===== config.mk =====
export PLATFORM = sky130hd
export DESIGN_NAME = ifetch
export DESIGN_NICKNAME = d
export VERILOG_FILES = /design/src/rtl/rv_pkg.sv /design/src/rtl/fetch_queue.sv /design/src/rtl/ifetch.sv
export SDC_FILE = /design/constraint.sdc
export NUM_CORES = 2
export LEC_CHECK = 0
export CAP_MARGIN = 20
export CORE_MARGIN = 2
export CORE_UTILIZATION = 41
export CTS_BUF_LIST = sky130_fd_sc_hd__clkbuf_4
export CTS_CLUSTER_DIAMETER = 40
export DETAILED_ROUTE_END_ITERATION = 6
export GPL_TIMING_DRIVEN = 0
export PLACE_DENSITY = 0.64
export REMOVE_ABC_BUFFERS = 1
export SYNTH_ARGS = -nofsm -noshare
export SYNTH_HDL_FRONTEND = slang
export SYNTH_SLANG_ARGS = --single-unit

===== constraint.sdc =====
create_clock -name clk -period 60.7 [get_ports clk]
set_clock_uncertainty 0.05 [all_clocks]
set_input_delay 12.14 -clock clk [delete_from_list [all_inputs] [get_ports clk]]
set_output_delay 12.14 -clock clk [all_outputs]
set_load 0.005 [all_outputs]

===== src/rtl/rv_pkg.sv =====
// Shared fetch-stage definitions: opcodes, fetch-queue entry layout and FSM states.
package rv_pkg;

   localparam int unsigned XLEN       = 32;
   localparam int unsigned FQ_ENTRY_W = 98;

   localparam logic [6:0] OP_JAL    = 7'b1101111;
   localparam logic [6:0] OP_BRANCH = 7'b1100011;

   typedef enum logic [1:0] {
      S_IDLE    = 2'd0,
      S_WAIT    = 2'd1,
      S_DISCARD = 2'd2
   } fetch_state_e;

   typedef struct packed {
      logic [XLEN-1:0] inst;
      logic [XLEN-1:0] pc;
      logic            is_c;
      logic            pred_taken;
      logic [XLEN-1:0] pred_pc;
   } fq_entry_t;

   function automatic logic [XLEN-1:0] imm_j(input logic [XLEN-1:0] i);
      return {{11{i[31]}}, i[31], i[19:12], i[20], i[30:21], 1'b0};
   endfunction

   function automatic logic [XLEN-1:0] imm_b(input logic [XLEN-1:0] i);
      return {{19{i[31]}}, i[31], i[7], i[30:25], i[11:8], 1'b0};
   endfunction

endpackage


===== src/rtl/fetch_queue.sv =====
// Small FIFO for fetched instructions; head entry and valid are registered.
module fetch_queue #(
   parameter int unsigned W  = 98,
   parameter int unsigned AW = 2
) (
   input  logic          clk,
   input  logic          rst,
   input  logic          push,
   input  logic [W-1:0]  push_data,
   input  logic          pop,
   input  logic          clear,
   output logic [AW:0]   count,
   output logic          out_valid,
   output logic [W-1:0]  out_data
);

   localparam int unsigned DEPTH = 1 << AW;

   logic [W-1:0]  mem_q [DEPTH];
   logic [W-1:0]  mem_d [DEPTH];
   logic [AW-1:0] wr_ptr_q, wr_ptr_d;
   logic [AW-1:0] rd_ptr_q, rd_ptr_d;
   logic [AW:0]   count_q, count_d;
   logic [W-1:0]  head_q, head_d;
   logic          valid_q, valid_d;

   // Next pointers/storage; head is looked up from next-state so it is a flop output.
   always_comb begin
      mem_d    = mem_q;
      wr_ptr_d = wr_ptr_q;
      rd_ptr_d = rd_ptr_q;
      count_d  = count_q;
      if (clear) begin
         wr_ptr_d = '0;
         rd_ptr_d = '0;
         count_d  = '0;
      end else begin
         if (push) begin
            mem_d[wr_ptr_q] = push_data;
            wr_ptr_d        = wr_ptr_q + AW'(1);
         end
         if (pop) begin
            rd_ptr_d = rd_ptr_q + AW'(1);
         end
         count_d = count_q + (AW+1)'(push) - (AW+1)'(pop);
      end
      head_d  = mem_d[rd_ptr_d];
      valid_d = (count_d != '0);
   end

   always_ff @(posedge clk or posedge rst) begin
      if (rst) begin
         for (int i = 0; i < int'(DEPTH); i++) mem_q[i] <= '0;
         wr_ptr_q <= '0;
         rd_ptr_q <= '0;
         count_q  <= '0;
         head_q   <= '0;
         valid_q  <= 1'b0;
      end else begin
         mem_q    <= mem_d;
         wr_ptr_q <= wr_ptr_d;
         rd_ptr_q <= rd_ptr_d;
         count_q  <= count_d;
         head_q   <= head_d;
         valid_q  <= valid_d;
      end
   end

   assign count     = count_q;
   assign out_valid = valid_q;
   assign out_data  = head_q;

endmodule


===== src/rtl/ifetch.sv =====
// Instruction fetch: owns the fetch PC, issues one icache request at a time,
// predicts the next PC statically and queues results for decode.
module ifetch
   import rv_pkg::*;
#(
   parameter logic [31:0]  RESET_PC    = 32'h0000_0000,
   parameter int unsigned  QUEUE_WIDTH = 2
) (
   input  logic        clk,
   input  logic        rst,
   input  logic        rdy,
   input  logic        flush,
   input  logic [31:0] flush_pc,
   input  logic        have_result,
   input  logic [31:0] inst,
   output logic        to_icache,
   output logic [31:0] pc,
   output logic        out_valid,
   input  logic        out_ready,
   output logic [31:0] out_inst,
   output logic [31:0] out_pc,
   output logic        out_is_c,
   output logic        out_pred_taken,
   output logic [31:0] out_pred_pc
);

   localparam int unsigned DEPTH = 1 << QUEUE_WIDTH;
   localparam int unsigned CW    = QUEUE_WIDTH + 1;

   fetch_state_e state_q, state_d;
   logic [31:0]  pc_q, pc_d;
   logic [31:0]  pending_pc_q, pending_pc_d;
   logic         to_icache_q, to_icache_d;

   logic                  fq_push, fq_pop, fq_clear, fq_valid;
   logic [CW-1:0]         fq_count;
   logic [FQ_ENTRY_W-1:0] head_bits;
   fq_entry_t             push_entry, head_entry;

   logic        is_c, is_jal, is_bwd_br, pred_taken;
   logic [31:0] next_pc;

   // Static prediction: JAL and backward branches taken, all else falls through.
   always_comb begin
      is_c       = (inst[1:0] != 2'b11);
      is_jal     = !is_c && (inst[6:0] == OP_JAL);
      is_bwd_br  = !is_c && (inst[6:0] == OP_BRANCH) && inst[31];
      pred_taken = is_jal || is_bwd_br;
      if (is_jal)         next_pc = pc_q + imm_j(inst);
      else if (is_bwd_br) next_pc = pc_q + imm_b(inst);
      else                next_pc = pc_q + (is_c ? 32'd2 : 32'd4);
   end

   assign push_entry = '{inst: inst, pc: pc_q, is_c: is_c,
                         pred_taken: pred_taken, pred_pc: next_pc};

   // A pop in a flush cycle is not consumed: the queue is cleared anyway.
   assign fq_pop = rdy && fq_valid && out_ready && !flush;

   always_comb begin
      state_d      = state_q;
      pc_d         = pc_q;
      pending_pc_d = pending_pc_q;
      to_icache_d  = to_icache_q;
      fq_push      = 1'b0;
      fq_clear     = 1'b0;
      if (rdy) begin
         to_icache_d = 1'b0;
         case (state_q)
            S_IDLE: begin
               if (flush) begin
                  pc_d     = flush_pc;
                  fq_clear = 1'b1;
               end else if ((fq_count - CW'(fq_pop)) < CW'(DEPTH)) begin
                  to_icache_d = 1'b1;
                  state_d     = S_WAIT;
               end
            end
            S_WAIT: begin
               if (flush) begin
                  fq_clear = 1'b1;
                  if (have_result) begin
                     pc_d        = flush_pc;
                     to_icache_d = 1'b1;
                  end else begin
                     pending_pc_d = flush_pc;
                     state_d      = S_DISCARD;
                  end
               end else if (have_result) begin
                  fq_push = 1'b1;
                  pc_d    = next_pc;
                  if ((fq_count + CW'(1) - CW'(fq_pop)) < CW'(DEPTH)) begin
                     to_icache_d = 1'b1;
                  end else begin
                     state_d = S_IDLE;
                  end
               end
            end
            S_DISCARD: begin
               if (flush) begin
                  fq_clear     = 1'b1;
                  pending_pc_d = flush_pc;
               end
               if (have_result) begin
                  pc_d        = flush ? flush_pc : pending_pc_q;
                  to_icache_d = 1'b1;
                  state_d     = S_WAIT;
               end
            end
            default: state_d = S_IDLE;
         endcase
      end
   end

   always_ff @(posedge clk or posedge rst) begin
      if (rst) begin
         state_q      <= S_IDLE;
         pc_q         <= RESET_PC;
         pending_pc_q <= '0;
         to_icache_q  <= 1'b0;
      end else begin
         state_q      <= state_d;
         pc_q         <= pc_d;
         pending_pc_q <= pending_pc_d;
         to_icache_q  <= to_icache_d;
      end
   end

   fetch_queue #(
      .W  (FQ_ENTRY_W),
      .AW (QUEUE_WIDTH)
   ) u_fetch_queue (
      .clk       (clk),
      .rst       (rst),
      .push      (fq_push),
      .push_data (push_entry),
      .pop       (fq_pop),
      .clear     (fq_clear),
      .count     (fq_count),
      .out_valid (fq_valid),
      .out_data  (head_bits)
   );

   assign head_entry     = fq_entry_t'(head_bits);
   assign to_icache      = to_icache_q;
   assign pc             = pc_q;
   assign out_valid      = fq_valid;
   assign out_inst       = head_entry.inst;
   assign out_pc         = head_entry.pc;
   assign out_is_c       = head_entry.is_c;
   assign out_pred_taken = head_entry.pred_taken;
   assign out_pred_pc    = head_entry.pred_pc;

endmodule


==> impl_metrics.csv <==
group,metric,value,unit
placement,dp_hpwl,46.7,mm
cts,htreeDepth,4,
worst_setup_path,crit_type,"in2reg",
layout,fin_nets,3081,
timing,fin_crit_sh,0.281,
worst_hold_path,min_path_type,"reg2reg",
global_route,grt_pass1_vias,22100,
timing,rsz0062_at_grt,"false",
logic_synthesis,synth-edff-count,0,
cts,postCtsResizedCells,0,
global_route,grt_pass1_wl,121,mm
timing,tns,0,ps
die,io_pins,202,
global_route,grt_overflow,0,
drt,first_pass_iters,6,
cts,ctsLongestPathBuffers,3,
drt,totalWireLength,76.9,mm
global_route,grt.total_usage,0.244,
layout,final_common_cell,"nand2_1",
logic_synthesis,ys.warnings.count,0,
logic_synthesis,avgSynthCellArea,9.23,sq um
power,p_leak,15.2,nW
worst_setup_path,required,61500,ps
worst_setup_path,slowest_stage,"nand3_1",
power,power.density,44.5,mW/mm^2
logic_synthesis,netlist_instances,2755,
placement,dpl-instance-area,0.0284,sq mm
cts,cts_hold_buf,0,
worst_setup_path,crit_path_max_incr_delay,640,ps
power,max-vdd-ir-drop,0.0201,mV
global_route,grt_max_degree,136,
worst_setup_path,path_cells,"clkdlybuf4s50_1 -> and2_1 -> and4b_1 -> nand3_1 -> o311ai_0 -> o21ai_0 -> ha_1 -> a21oi_1 -> nor2b_1 -> a31oi_1 -> o21ai_1 -> a21oi_2 -> o21ai_1 -> a21boi_1 -> xor2_1 -> o211ai_1 -> and4_1",
flow_run,max-cap-violations,0,
timing,hold_slack,419,ps
drt,route.detailed.drc,0,
logic_synthesis,synth_top_area_frac,0.556,
drt,route.detailed.wl_per_inst,19.9,microns
cts,postCtsSetupRepairBufs,0,
timing,setup_violations,0,
timing,setup_ws,43670,ps
layout,final_cell_mix,"1,047 x nand2_1, 565 x dfrtp_1, 244 x o21ai_0",
layout,fillers,5711,
logic_synthesis,ys_ff_latch,565,
drt,drtIter0Drc,1655,
layout,area_delta_synth_final,20.1,%
placement,port_buffers,201,
cts,cts.sinks,565,
worst_setup_path,crit_path_max_fanout,15,
placement,place_congestion,0.870,
cts,cts_tree,"done",
timing,relSlewSlack,0.305,
die,core,0.0615,sq mm
placement,dp_slack,42590,ps
die,start_util,0.414,
timing,hold_viol,0,
layout,final_area,0.0305,sq mm
run_status,status,"complete, no violations",
logic_synthesis,synth_ff_type,"dfrtp_1",
timing,slew_viol_final,0,
worst_setup_path,cp-end-kind,"flip-flop",
cts,cts_inserted_buffers,154,
worst_setup_path,startpoint_type,"primary input",
logic_synthesis,ys_top_cells_by_area,"dfrtp_1 56%, nand2_1 16%, o21ai_0 4.8%",
drt,via_count,21200,
timing,worst_slew_pin_slew,1040,ps
worst_setup_path,cp_data_arrival_time,17830,ps
die,fp.dieW,253,microns
placement,placed_cells,3599,
layout,layout.cells.non_filler,3870,
logic_synthesis,ys_async_sr_fraction,1.00,
layout,drive_above_1_share,0.119,
worst_setup_path,cpMostUsedCell,"o21ai_1",
drt,ant_nets,0,
die,die_y,253,microns
cts,clk_pin_slew,60,ps
worst_setup_path,r2r_slack,55660,ps
logic_synthesis,yosys.cell_types.count,68,
logic_synthesis,synth.largest_area_cell,"dfrtp_1",
logic_synthesis,ys_seq_area_frac,0.556,
drt,vias_per_cell,5.48,
die,core.rowCount,91,
cts,cts_root_buf,"clkbuf_4",
logic_synthesis,netlist_area,0.0254,sq mm
die,dieArea,0.0640,sq mm
global_route,grt_antenna_before_repair,2,
timing,finalCriticalPeriod,17030,ps
cts,clkLatencyLatePin,1000,ps
timing,max_freq,58.7,MHz
cell families after synthesis:
| group | share of synthesized area |
|---|---|
| simple gates | 0.200 |
| mux | 0.0570 |
| fa+ha+maj | 0.0227 |
| flops | 0.556 |
| buf+inv | 0.0310 |
| compound gates | 0.121 |
| xor+xnor | 0.0129 |
sequential cells by signal (all words and copies together) (netlist names):
name and count:
u_fetch_queue.out_valid 1, pc 32, u_fetch_queue.rd_ptr_q 2, u_fetch_queue.count 3
pending_pc_q 32, u_fetch_queue.out_data 98, u_fetch_queue.wr_ptr_q 2, to_icache 1
state_q 2, u_fetch_queue.mem_q 392
report_power, final:
part	leakage [nW]	internal, W	switching (W)
logic	6.44	0.000194	0.000255
registers	7.53	0.000483	0.0000623
clock network	1.23	0.000203	0.000161
total	15.2	0.000881	0.000478
worst max-delay path, delay by kind of cell:
| kind | cells | cell delay (ps) |
|---|---|---|
| AOI/OAI and AO/OA | 9 | 2540 |
| xor gates and xnor gates | 1 | 600 |
| adders and majority gates | 1 | 410 |
| buffers and inverters | 1 | 570 |
| and+or+nand+nor | 5 | 1560 |
area by class of cell:
class / count / area [sq um] / share of cell area
timing repair buffer: 229 / 2650 / 0.0868
multi-input combinational: 1992 / 10600 / 0.346
antenna: 1 / 2.50 / 0.0000819
inverter: 24 / 108 / 0.00352
sequential: 565 / 14100 / 0.463
clock buffer: 232 / 1740 / 0.0570
clock inverter: 37 / 340 / 0.0111
tap: 790 / 988 / 0.0324
synth_stat cells, drive strengths merged (5+ instances only):
| cell | n |
|---|---|
| nand3 | 80 |
| a211oi | 8 |
| a21oi | 67 |
| nor2 | 80 |
| nor2b | 6 |
| xnor2 | 20 |
| xor2 | 15 |
| o21bai | 6 |
| ha | 43 |
| buf | 54 |
| o211ai | 85 |
| a221o | 10 |
| a22oi | 9 |
| and2 | 14 |
| mux2 | 50 |
| or2 | 7 |
| clkbuf | 120 |
| o22ai | 6 |
| a31oi | 7 |
| dfrtp | 565 |
| and3 | 7 |
| nand2 | 1051 |
| nor3 | 9 |
| or3 | 6 |
| o31ai | 5 |
| nand4 | 5 |
| nand2b | 7 |
| o21ai | 249 |
| mux2i | 86 |
| inv | 23 |
| a21o | 12 |
worst paths after layout:
| path | startpoint | cells after the start | end |
|---|---|---|---|
| min in group asynchronous | rst | 2 | u_fetch_queue.out_data[35] |
| min reg2reg | u_fetch_queue.mem_q[236] | 2 | u_fetch_queue.mem_q[236] |
| max | inst[1] | 17 | u_fetch_queue.out_data[26] |
| min | u_fetch_queue.mem_q[236] | 2 | u_fetch_queue.mem_q[236] |
| max in group asynchronous | rst | 4 | u_fetch_queue.out_data[86] |
| max reg2reg | state_q[1] | 12 | u_fetch_queue.out_data[7] |
layer usage:
metal	wire length (microns)	track usage
met1	32500	0.307
met5	13	0
met4	2250	0.101
met2	37300	0.407
met3	4830	0.0542
metrics by stage:
stage	util	total power, W
after global routing	0.497	0.00145
final	0.497	0.00136
after CTS	0.496	0.00137
after floorplan	-	0.000793
after detailed placement	0.463	0.000996
after global placement	0.451	0.000978
Note: power is estimated with default switching activity, not from simulation.
